[config.mk]
export PLATFORM = sky130hd
export DESIGN_NAME = hazard_unit_mc_flat
export DESIGN_NICKNAME = d
export VERILOG_FILES = /design/src/rtl/hazard_pkg.sv /design/src/rtl/hazard_unit_mc_if.sv /design/src/rtl/mult_scoreboard.sv /design/src/rtl/hazard_unit_mc.sv /design/src/flat_wrapper.sv
export SDC_FILE = /design/constraint.sdc
export NUM_CORES = 1
export LEC_CHECK = 0
export ABC_AREA = 1
export ABC_CLOCK_PERIOD_IN_PS = 2630
export CAP_MARGIN = 10
export CORE_MARGIN = 2
export CORE_UTILIZATION = 40
export DETAILED_ROUTE_END_ITERATION = 10
export PLACE_DENSITY = 0.78
export SETUP_SLACK_MARGIN = 0.02
export SLEW_MARGIN = 30
export SYNTH_ARGS = -nofsm -noshare
export SYNTH_HDL_FRONTEND = slang
export SYNTH_SLANG_ARGS = --single-unit
[constraint.sdc]
create_clock -name clk -period 2.63 [get_ports clk]
set_input_delay 0.789 -clock clk [delete_from_list [all_inputs] [get_ports clk]]
set_output_delay 0.789 -clock clk [all_outputs]
set_load 0.1 [all_outputs]
[src/rtl/hazard_pkg.sv]
// hazard_pkg: shared forwarding-select codes and memory-miss FSM states for hazard_unit_mc
package hazard_pkg;
    localparam logic [1:0] FWD_NONE = 2'b00;
    localparam logic [1:0] FWD_WB   = 2'b01;
    localparam logic [1:0] FWD_MEM  = 2'b10;
    typedef enum logic {IDLE, MISS} mem_state_t;
endpackage

[src/rtl/hazard_unit_mc_if.sv]
// hazard_unit_mc_if: pipeline-to-hazard-unit bundle; master is the datapath, slave is the hazard unit
interface hazard_unit_mc_if #(parameter int REG_AW = 5);
    logic [REG_AW-1:0] rs_d, rt_d, rs_e, rt_e, write_reg_e, write_reg_m, write_reg_w;
    logic reg_write_e, reg_write_m, reg_write_w;
    logic mem_to_reg_e, mem_to_reg_m, mem_write_m, mem_ready;
    logic branch_d, mult_start_d, mult_start_e, hilo_read_d;
    logic [1:0] forward_ae, forward_be;
    logic forward_ad, forward_bd;
    logic stall_f, stall_d, stall_e, stall_m, stall_w, flush_e;
    logic mult_busy, mem_timeout;
    modport master (
        output rs_d, rt_d, rs_e, rt_e, write_reg_e, write_reg_m, write_reg_w,
               reg_write_e, reg_write_m, reg_write_w, mem_to_reg_e, mem_to_reg_m,
               mem_write_m, mem_ready, branch_d, mult_start_d, mult_start_e, hilo_read_d,
        input  forward_ae, forward_be, forward_ad, forward_bd, stall_f, stall_d,
               stall_e, stall_m, stall_w, flush_e, mult_busy, mem_timeout
    );
    modport slave (
        input  rs_d, rt_d, rs_e, rt_e, write_reg_e, write_reg_m, write_reg_w,
               reg_write_e, reg_write_m, reg_write_w, mem_to_reg_e, mem_to_reg_m,
               mem_write_m, mem_ready, branch_d, mult_start_d, mult_start_e, hilo_read_d,
        output forward_ae, forward_be, forward_ad, forward_bd, stall_f, stall_d,
               stall_e, stall_m, stall_w, flush_e, mult_busy, mem_timeout
    );
endinterface

[src/rtl/mult_scoreboard.sv]
// mult_scoreboard: down-counter tracking an in-flight multiply; runs regardless of pipeline freezes
module mult_scoreboard #(
    parameter int MULT_LAT = 32
) (
    input  logic clk,
    input  logic reset,
    input  logic start,
    input  logic hold,
    output logic busy
);
    localparam int W = $clog2(MULT_LAT);
    logic [W-1:0] cnt;
    // load on an unheld issue, otherwise count down until the result is ready
    always_ff @(posedge clk) begin
        if (reset) cnt <= '0;
        else if (cnt != '0) cnt <= cnt - W'(1);
        else if (start && !hold) cnt <= W'(MULT_LAT - 1);
    end
    assign busy = cnt != '0;
endmodule

[src/rtl/hazard_unit_mc.sv]
// hazard_unit_mc: forwarding, stall/flush control, cache-miss freeze with watchdog and mult scoreboard; HAZARD_PERF_EN adds perf_stall_cnt
module hazard_unit_mc
    import hazard_pkg::*;
#(
    parameter int REG_AW       = 5,
    parameter int MULT_LAT     = 32,
    parameter int MISS_TIMEOUT = 255,
    parameter int CNT_W        = 8
) (
    input  logic        clk,
    input  logic        reset,
`ifdef HAZARD_PERF_EN
    output logic [31:0] perf_stall_cnt,
`endif
    hazard_unit_mc_if.slave bus
);
    localparam logic [CNT_W-1:0] TMO = CNT_W'(MISS_TIMEOUT);
    mem_state_t state, state_n;
    logic [CNT_W-1:0] miss_cnt;
    logic miss, mem_stall, lw_stall, br_stall, mul_stall, hz_stall, busy;

    function automatic logic hit(input logic [REG_AW-1:0] src, input logic [REG_AW-1:0] dst);
        return src != '0 && src == dst;
    endfunction

    function automatic logic [1:0] fwd(input logic m, input logic w);
        return m ? FWD_MEM : w ? FWD_WB : FWD_NONE;
    endfunction

    assign bus.forward_ae = reset ? FWD_NONE : fwd(hit(bus.rs_e, bus.write_reg_m) && bus.reg_write_m,
                                                   hit(bus.rs_e, bus.write_reg_w) && bus.reg_write_w);
    assign bus.forward_be = reset ? FWD_NONE : fwd(hit(bus.rt_e, bus.write_reg_m) && bus.reg_write_m,
                                                   hit(bus.rt_e, bus.write_reg_w) && bus.reg_write_w);
    assign bus.forward_ad = !reset && hit(bus.rs_d, bus.write_reg_m) && bus.reg_write_m;
    assign bus.forward_bd = !reset && hit(bus.rt_d, bus.write_reg_m) && bus.reg_write_m;

    assign lw_stall  = bus.mem_to_reg_e && (hit(bus.rs_d, bus.write_reg_e) || hit(bus.rt_d, bus.write_reg_e));
    assign br_stall  = bus.branch_d &&
                       ((bus.reg_write_e && (hit(bus.rs_d, bus.write_reg_e) || hit(bus.rt_d, bus.write_reg_e))) ||
                        (bus.mem_to_reg_m && (hit(bus.rs_d, bus.write_reg_m) || hit(bus.rt_d, bus.write_reg_m))));
    assign mul_stall = (bus.hilo_read_d || bus.mult_start_d) && (busy || bus.mult_start_e);
    assign hz_stall  = lw_stall || br_stall || mul_stall;
    assign miss      = (bus.mem_to_reg_m || bus.mem_write_m) && !bus.mem_ready;

    // a cache miss freezes the whole pipe and overrides the bubble-inserting stalls
    assign bus.stall_f   = !reset && (mem_stall || hz_stall);
    assign bus.stall_d   = !reset && (mem_stall || hz_stall);
    assign bus.stall_e   = !reset && mem_stall;
    assign bus.stall_m   = !reset && mem_stall;
    assign bus.stall_w   = !reset && mem_stall;
    assign bus.flush_e   = !reset && !mem_stall && hz_stall;
    assign bus.mult_busy = !reset && busy;

    // miss FSM next state; the freeze is combinational so it covers the miss cycle itself
    always_comb begin
        state_n   = state;
        mem_stall = 1'b0;
        state_n   = state == IDLE ? (miss ? MISS : IDLE) : (bus.mem_ready ? IDLE : MISS);
        mem_stall = state == IDLE ? miss : !bus.mem_ready;
    end

    // miss state, saturating watchdog counter and sticky timeout flag
    always_ff @(posedge clk) begin
        if (reset) begin
            state           <= IDLE;
            miss_cnt        <= '0;
            bus.mem_timeout <= 1'b0;
        end else begin
            state <= state_n;
            if (state == IDLE && state_n == MISS) miss_cnt <= '0;
            else if (state == MISS && !bus.mem_ready && miss_cnt != TMO) begin
                miss_cnt <= miss_cnt + CNT_W'(1);
                if (miss_cnt + CNT_W'(1) == TMO) bus.mem_timeout <= 1'b1;
            end
        end
    end

    mult_scoreboard #(.MULT_LAT(MULT_LAT)) u_sb (
        .clk  (clk),
        .reset(reset),
        .start(bus.mult_start_e),
        .hold (bus.stall_e),
        .busy (busy)
    );

`ifdef HAZARD_PERF_EN
    // saturating count of fetch-stall cycles
    always_ff @(posedge clk) begin
        if (reset) perf_stall_cnt <= '0;
        else if (bus.stall_f && perf_stall_cnt != 32'hFFFF_FFFF) perf_stall_cnt <= perf_stall_cnt + 32'd1;
    end
`endif
endmodule

[src/flat_wrapper.sv]
// flat-port wrapper written by rule: the top's interface ports become plain ports
module hazard_unit_mc_flat import hazard_pkg::*;
#(
    parameter int REG_AW       = 5,
    parameter int MULT_LAT     = 32,
    parameter int MISS_TIMEOUT = 255,
    parameter int CNT_W        = 8
)
  (clk, reset, bus_rs_d, bus_rt_d, bus_rs_e, bus_rt_e, bus_write_reg_e, bus_write_reg_m, bus_write_reg_w, bus_reg_write_e, bus_reg_write_m, bus_reg_write_w, bus_mem_to_reg_e, bus_mem_to_reg_m, bus_mem_write_m, bus_mem_ready, bus_branch_d, bus_mult_start_d, bus_mult_start_e, bus_hilo_read_d, bus_forward_ae, bus_forward_be, bus_forward_ad, bus_forward_bd, bus_stall_f, bus_stall_d, bus_stall_e, bus_stall_m, bus_stall_w, bus_flush_e, bus_mult_busy, bus_mem_timeout);
  hazard_unit_mc_if #(.REG_AW(REG_AW)) bus_i ();
  input  logic clk;
  input  logic reset;
  input wire logic [$bits(bus_i.rs_d)-1:0] bus_rs_d;
  input wire logic [$bits(bus_i.rt_d)-1:0] bus_rt_d;
  input wire logic [$bits(bus_i.rs_e)-1:0] bus_rs_e;
  input wire logic [$bits(bus_i.rt_e)-1:0] bus_rt_e;
  input wire logic [$bits(bus_i.write_reg_e)-1:0] bus_write_reg_e;
  input wire logic [$bits(bus_i.write_reg_m)-1:0] bus_write_reg_m;
  input wire logic [$bits(bus_i.write_reg_w)-1:0] bus_write_reg_w;
  input wire logic [$bits(bus_i.reg_write_e)-1:0] bus_reg_write_e;
  input wire logic [$bits(bus_i.reg_write_m)-1:0] bus_reg_write_m;
  input wire logic [$bits(bus_i.reg_write_w)-1:0] bus_reg_write_w;
  input wire logic [$bits(bus_i.mem_to_reg_e)-1:0] bus_mem_to_reg_e;
  input wire logic [$bits(bus_i.mem_to_reg_m)-1:0] bus_mem_to_reg_m;
  input wire logic [$bits(bus_i.mem_write_m)-1:0] bus_mem_write_m;
  input wire logic [$bits(bus_i.mem_ready)-1:0] bus_mem_ready;
  input wire logic [$bits(bus_i.branch_d)-1:0] bus_branch_d;
  input wire logic [$bits(bus_i.mult_start_d)-1:0] bus_mult_start_d;
  input wire logic [$bits(bus_i.mult_start_e)-1:0] bus_mult_start_e;
  input wire logic [$bits(bus_i.hilo_read_d)-1:0] bus_hilo_read_d;
  output wire logic [$bits(bus_i.forward_ae)-1:0] bus_forward_ae;
  output wire logic [$bits(bus_i.forward_be)-1:0] bus_forward_be;
  output wire logic [$bits(bus_i.forward_ad)-1:0] bus_forward_ad;
  output wire logic [$bits(bus_i.forward_bd)-1:0] bus_forward_bd;
  output wire logic [$bits(bus_i.stall_f)-1:0] bus_stall_f;
  output wire logic [$bits(bus_i.stall_d)-1:0] bus_stall_d;
  output wire logic [$bits(bus_i.stall_e)-1:0] bus_stall_e;
  output wire logic [$bits(bus_i.stall_m)-1:0] bus_stall_m;
  output wire logic [$bits(bus_i.stall_w)-1:0] bus_stall_w;
  output wire logic [$bits(bus_i.flush_e)-1:0] bus_flush_e;
  output wire logic [$bits(bus_i.mult_busy)-1:0] bus_mult_busy;
  output wire logic [$bits(bus_i.mem_timeout)-1:0] bus_mem_timeout;
  assign bus_i.rs_d = bus_rs_d;
  assign bus_i.rt_d = bus_rt_d;
  assign bus_i.rs_e = bus_rs_e;
  assign bus_i.rt_e = bus_rt_e;
  assign bus_i.write_reg_e = bus_write_reg_e;
  assign bus_i.write_reg_m = bus_write_reg_m;
  assign bus_i.write_reg_w = bus_write_reg_w;
  assign bus_i.reg_write_e = bus_reg_write_e;
  assign bus_i.reg_write_m = bus_reg_write_m;
  assign bus_i.reg_write_w = bus_reg_write_w;
  assign bus_i.mem_to_reg_e = bus_mem_to_reg_e;
  assign bus_i.mem_to_reg_m = bus_mem_to_reg_m;
  assign bus_i.mem_write_m = bus_mem_write_m;
  assign bus_i.mem_ready = bus_mem_ready;
  assign bus_i.branch_d = bus_branch_d;
  assign bus_i.mult_start_d = bus_mult_start_d;
  assign bus_i.mult_start_e = bus_mult_start_e;
  assign bus_i.hilo_read_d = bus_hilo_read_d;
  assign bus_forward_ae = bus_i.forward_ae;
  assign bus_forward_be = bus_i.forward_be;
  assign bus_forward_ad = bus_i.forward_ad;
  assign bus_forward_bd = bus_i.forward_bd;
  assign bus_stall_f = bus_i.stall_f;
  assign bus_stall_d = bus_i.stall_d;
  assign bus_stall_e = bus_i.stall_e;
  assign bus_stall_m = bus_i.stall_m;
  assign bus_stall_w = bus_i.stall_w;
  assign bus_flush_e = bus_i.flush_e;
  assign bus_mult_busy = bus_i.mult_busy;
  assign bus_mem_timeout = bus_i.mem_timeout;
  hazard_unit_mc #(.REG_AW(REG_AW), .MULT_LAT(MULT_LAT), .MISS_TIMEOUT(MISS_TIMEOUT), .CNT_W(CNT_W)) u_core (.clk(clk), .reset(reset), .bus(bus_i));
endmodule
### Word level (Yosys, flattened, before mapping)

Cells that the tools add are included.

* add/subtract/negate cells: 2
* equal/unequal tests: 10
* muxes and demuxes: 12
* bitwise operators: 2
* reduce and logical (&&, ||, !) cells: 52

Operators by type and width (number)
* $eq 5x5->1: 8
* $logic_and 1x1->1: 31
* $reduce_bool 5->1: 5
* $mux 5: 2
* $logic_or 1x1->1: 9
* $add 8x1->8 const B: 1
* $eq 8x8->1 const B: 1
* $mux 2: 4
* $ne 8x8->1 const B: 1
* $mux 1: 6
* $sub 5x1->5 const B: 1
* $logic_not 1->1: 4
* $reduce_and 3->1: 1
* $not 1->1: 2
* $reduce_bool 2->1: 1
* $reduce_or 2->1: 1

* flip-flop bits (word level): 15
* bits of input ports: 48
* output and inout bits: 14
* logic and storage cells: 82

### Logic depth before layout (Yosys ltp)

* word-level depth: 10
* mapped depth: 12
* mapped depth without buffers: 11

### By module

From an unflattened synthesis, not the netlist that was laid out.

* cell total of the unflattened synthesis: 268
* area total of the unflattened synthesis: 1655.3 um^2

Modules (own cells, without submodules)
* hazard_unit_mc: instances 1, cells an instance 228, area each 1361.3 um^2, sequential area each 200.2 um^2
* mult_scoreboard: instances 1, cells an instance 40, area each 294.0 um^2, sequential area each 100.1 um^2

### Least setup slack after synthesis

OpenSTA, ideal clock, no wires.

* path type: input port to output port
* start: input bus_rt_d[2]
* end: output bus_forward_bd
* arrival: 3157 ps
* required time: 1841 ps
* slack: -1316 ps
* stages on the path: 7
* buffers on the path: 0
* cell sequence: inv_1 nand2_1 nand2_1 nand3_1 nor2_1 nand2_1 nor3_1

* cells in the longest elaborated chain, start to end: 4
* elaborated cells on any way between the ends: 5
* those cells by class: eq/ne: 1; reduce/logical: 4

Ends and longest elaborated chain
* start, declared: line flat_wrapper.sv:14 `input wire logic [$bits(bus_i.rt_d)-1:0] bus_rt_d;`
* $eq 5x5->1 / $reduce_bool 5->1 (equally long branches): line hazard_unit_mc.sv:23 `return src != '0 && src == dst;`
* $logic_and 1x1->1 (*): line hazard_unit_mc.sv:23
* $logic_and 1x1->1 (*) (2 in a row): line hazard_unit_mc.sv:35 `assign bus.forward_bd = !reset && hit(bus.rt_d, bus.write_reg_m) && bus.reg_write_m;`
* end, declared: line flat_wrapper.sv:34 `output wire logic [$bits(bus_i.forward_bd)-1:0] bus_forward_bd;`

Every way passes the cells marked *; elsewhere a longest branch is shown, timed or not.

### Worst setup path in the final report

* start: input bus_rt_d[0]
* end: output bus_stall_d

* cells in the longest elaborated chain, start to end: 10
* elaborated cells on any way between the ends: 16
* those cells by class: eq/ne: 2; reduce/logical: 14

Ends and longest elaborated chain
* $eq 5x5->1 / $reduce_bool 5->1 (equally long branches): line hazard_unit_mc.sv:23
* $logic_and 1x1->1: line hazard_unit_mc.sv:23
* $logic_or 1x1->1, on equally long branches: line hazard_unit_mc.sv:37, hazard_unit_mc.sv:39, hazard_unit_mc.sv:40
* $logic_and 1x1->1, on equally long branches: line hazard_unit_mc.sv:39, hazard_unit_mc.sv:40
* $logic_or 1x1->1: line hazard_unit_mc.sv:39 `((bus.reg_write_e && (hit(bus.rs_d, bus.write_reg_e) || hit(bus.rt_d, bus.write_reg_e))) ||`
* $logic_and 1x1->1: line hazard_unit_mc.sv:38 `assign br_stall = bus.branch_d &&`
* $logic_or 1x1->1 (*) (2 in a row): line hazard_unit_mc.sv:42 `assign hz_stall = lw_stall || br_stall || mul_stall;`
* $logic_or 1x1->1 (*): line hazard_unit_mc.sv:47 `assign bus.stall_d = !reset && (mem_stall || hz_stall);`
* $logic_and 1x1->1 (*): line hazard_unit_mc.sv:47
* end, declared: line flat_wrapper.sv:36 `output wire logic [$bits(bus_i.stall_d)-1:0] bus_stall_d;`

Marks and branches as above.

==> impl_metrics.py <==
metrics = {
    "logic_synthesis": {
        "synth-edff-count": 0,
        "yosys_warnings": 0,
        "yosysTopAreaCell": "dfxtp_1",
        "yosysSeqAreaShare_pct": 19.6,
        "ys_ff_latch": 15,
        "netlist_instances": 259,
        "syn_area_um2": 1540,
        "async_reset_ff_share_pct": 0,
        "ys.flop_type": "dfxtp_1",
        "syn_avg_cell_area_um2": 5.93,
        "yosysTopAreaCellShare_pct": 19.6,
        "synth_nets": 310,
        "netlist_top_cells_area": "dfxtp_1, nand2_1, inv_1",
        "synth_cell_types": 30,
    },
    "detailed_routing": {
        "drc": 0,
        "wirelength_um": 5510,
        "wire_per_inst_um": 14.0,
        "firstDrtPassIters": 4,
        "drt_iter0_drc": 122,
        "ant_nets": 0,
        "vias": 1994,
        "via_per_inst": 5.05,
    },
    "status": {
        "status": "finished with violations",
        "violations": "negative setup slack",
    },
    "layout": {
        "mostFrequentLayoutCells": "nand2_1, buf_4, nor2_1",
        "nets": 399,
        "diodes": 0,
        "drive_above_1_share_pct": 45.8,
        "final_util_pct": 75.9,
        "stdcell_count": 395,
        "fillers": 275,
        "final_common_cell": "nand2_1",
        "areaGrowthSynthToFinish_pct": 82.3,
    },
    "timing": {
        "slew_headroom_pct": 80.9,
        "final-setup-viol-count": 7,
        "fin_crit_ps": 2730,
        "rsz0062_at_grt": "yes",
        "post-route-period-util_pct": 104,
        "worst_slew_pin_slew_ps": 288,
        "finalWorstSetupSlack_ps": -102,
        "hold_slack_ps": 471,
        "fmax_mhz": 366,
        "fin_skew_ps": 11.2,
        "slew_violations": 0,
        "hold_violations": 0,
    },
    "floorplan": {
        "fp.dieW_um": 66.0,
        "die_h_um": 66.0,
        "die-area_um2": 4350,
        "rows": 22,
        "io_pins": 62,
        "core_area_um2": 3690,
        "initial_core_util_pct": 41.6,
    },
    "global_route": {
        "grt_antenna_before_repair": 0,
        "globalRouteOverflowTotal": 0,
        "grt_max_degree": 12,
        "grt_usage_pct": 24.2,
        "first_global_vias": 1941,
        "grt_pass1_wl_um": 8220,
    },
    "pwr": {
        "powerDensity_nw_per_um2": 422,
        "p_leak_nw": 1.31,
        "peakVddDrop_v": 0.000564,
        "fin_total_pwr_mw": 1.18,
    },
    "cts": {
        "cts.hold.buffers_added": 0,
        "clockBufferDepth": 2,
        "h-tree-depth": 1,
        "cts_tree": "built",
        "path_clk_slew_ps": 60,
        "clock_latency_ps": 260,
        "clock-sinks": 15,
        "cts_made_buffers": 3,
        "clock-root-buffer": "clkbuf_8",
    },
    "critical_path": {
        "cpPeakStageDelay_ps": 170,
        "cp-end-kind": "primary output",
        "cp.required_ps": 1840,
        "cp-start-kind": "input pin",
        "critical_path_arrival_ps": 1940,
        "cpMostUsedCell": "nand2_2",
        "cp_max_fo": 2,
        "cp_slowest_cell": "buf_12",
        "path_cells": "buf_8 > buf_6 > xnor2_2 > nand2_1 > nor2_2 > nand2_2 > nand2_2 > nand2_2 > nand3_4 > nand2_4 > nand2_8 > buf_12",
        "criticalPathCategory": "input pin to primary output",
    },
    "placement": {
        "place_inst": 385,
        "place_congestion": 0.868,
        "dp_hpwl_um": 3790,
        "port_buffers": 61,
    },
    "flow_run": {
        "drv_cap": 0,
    },
    "hold_path": {
        "hold_path_class": "flop to flop",
    },
}
## final timing paths
path                                         start                  to  slack [ps]  cells after the start
worst max-delay path                   bus_rt_d[0]         bus_stall_d        -100                     12
worst min-delay path            u_core.u_sb.cnt[4]  u_core.u_sb.cnt[4]         470                      2
worst max register to register  u_core.miss_cnt[1]  u_core.miss_cnt[3]        1110                     10
worst min register to register  u_core.u_sb.cnt[4]  u_core.u_sb.cnt[4]         470                      2
## worst max-delay path, delay by kind of cell
kind / cells / cell delay (ps)
buffers and inverters: 3 / 390
AND/OR/NAND/NOR: 8 / 640
XOR/XNOR: 1 / 110
## synth_stat cells, types with 2 or more instances
cell	n
a21oi_1	15
buf_4	3
dfxtp_1	15
ha_1	3
inv_1	36
inv_2	4
nand2_1	70
nand3_1	12
nand3_2	2
nand3b_1	2
nor2_1	35
nor3_1	8
o21ai_0	7
o21ai_1	2
o22ai_1	4
or2_2	3
xnor2_1	15
xor2_1	11
## sequential cells by signal, indices dropped and copies added, names as in the netlist
register / cells
u_core.bus.mem_timeout: 1
u_core.miss_cnt: 8
u_core.state: 1
u_core.u_sb.cnt: 5
## report_power, final
| group | switching (mW) | total (mW) | internal, mW |
|---|---|---|---|
| clock | 0.0891 | 0.194 | 0.105 |
| combinational | 0.408 | 0.694 | 0.286 |
| sequential | 0.0273 | 0.292 | 0.265 |
## cell type report
| type | count | area [um2] | share of cell area, % |
|---|---|---|---|
| clock buffers | 3 | 41.3 | 1.48 |
| clock inverters | 1 | 5.00 | 0.179 |
| inverters | 40 | 170 | 6.08 |
| multi-input cells | 199 | 1350 | 48.2 |
| flip-flops and latches | 15 | 300 | 10.7 |
| well taps | 48 | 60.1 | 2.15 |
| repair buffers | 89 | 872 | 31.2 |
## per-layer routing
metal	global-route usage (%)	share of wire [%]	vias up	wire length (um)
li1	-	-	995	-
met1	28.0	38	893	2120
met2	45.5	52	85	2870
met3	3.58	6.5	21	359
met4	7.40	2.9	0	162
met5	0	0	-	0
## cells by family (layout without fill, tap and decap cells)
group                      Yosys count  after routing  synth area share, %
AOI/OAI and AO/OA                   33             33                 12.6
buffers and inverters               45            133                 12.3
DFF                                 15             15                 19.6
xor gates and xnor gates            26             26                 14.8
adders and majority gates            3              3                 2.45
and+or+nand+nor                    137            137                 38.2
## stage by stage
stage | setup TNS [ps] | instance area (um2) | worst slack (ps)
2_1_floorplan | -843 | 1700 | -178
3_3_place_gp | -4570 | 2580 | -491
3_5_place_dp | -4850 | 2580 | -544
4_1_cts | -312 | 2690 | -94.2
5_1_grt | -782 | 2800 | -163
6_report | -427 | 2800 | -102
## repair_timing
item	in CTS	in global routing
gates resized for setup	206	34
buffers inserted	6	0
setup endpoints to repair	13	12
endpoints found under the hold margin	0	0
pin swaps	59	24
Power figures use the tool's default switching activity.
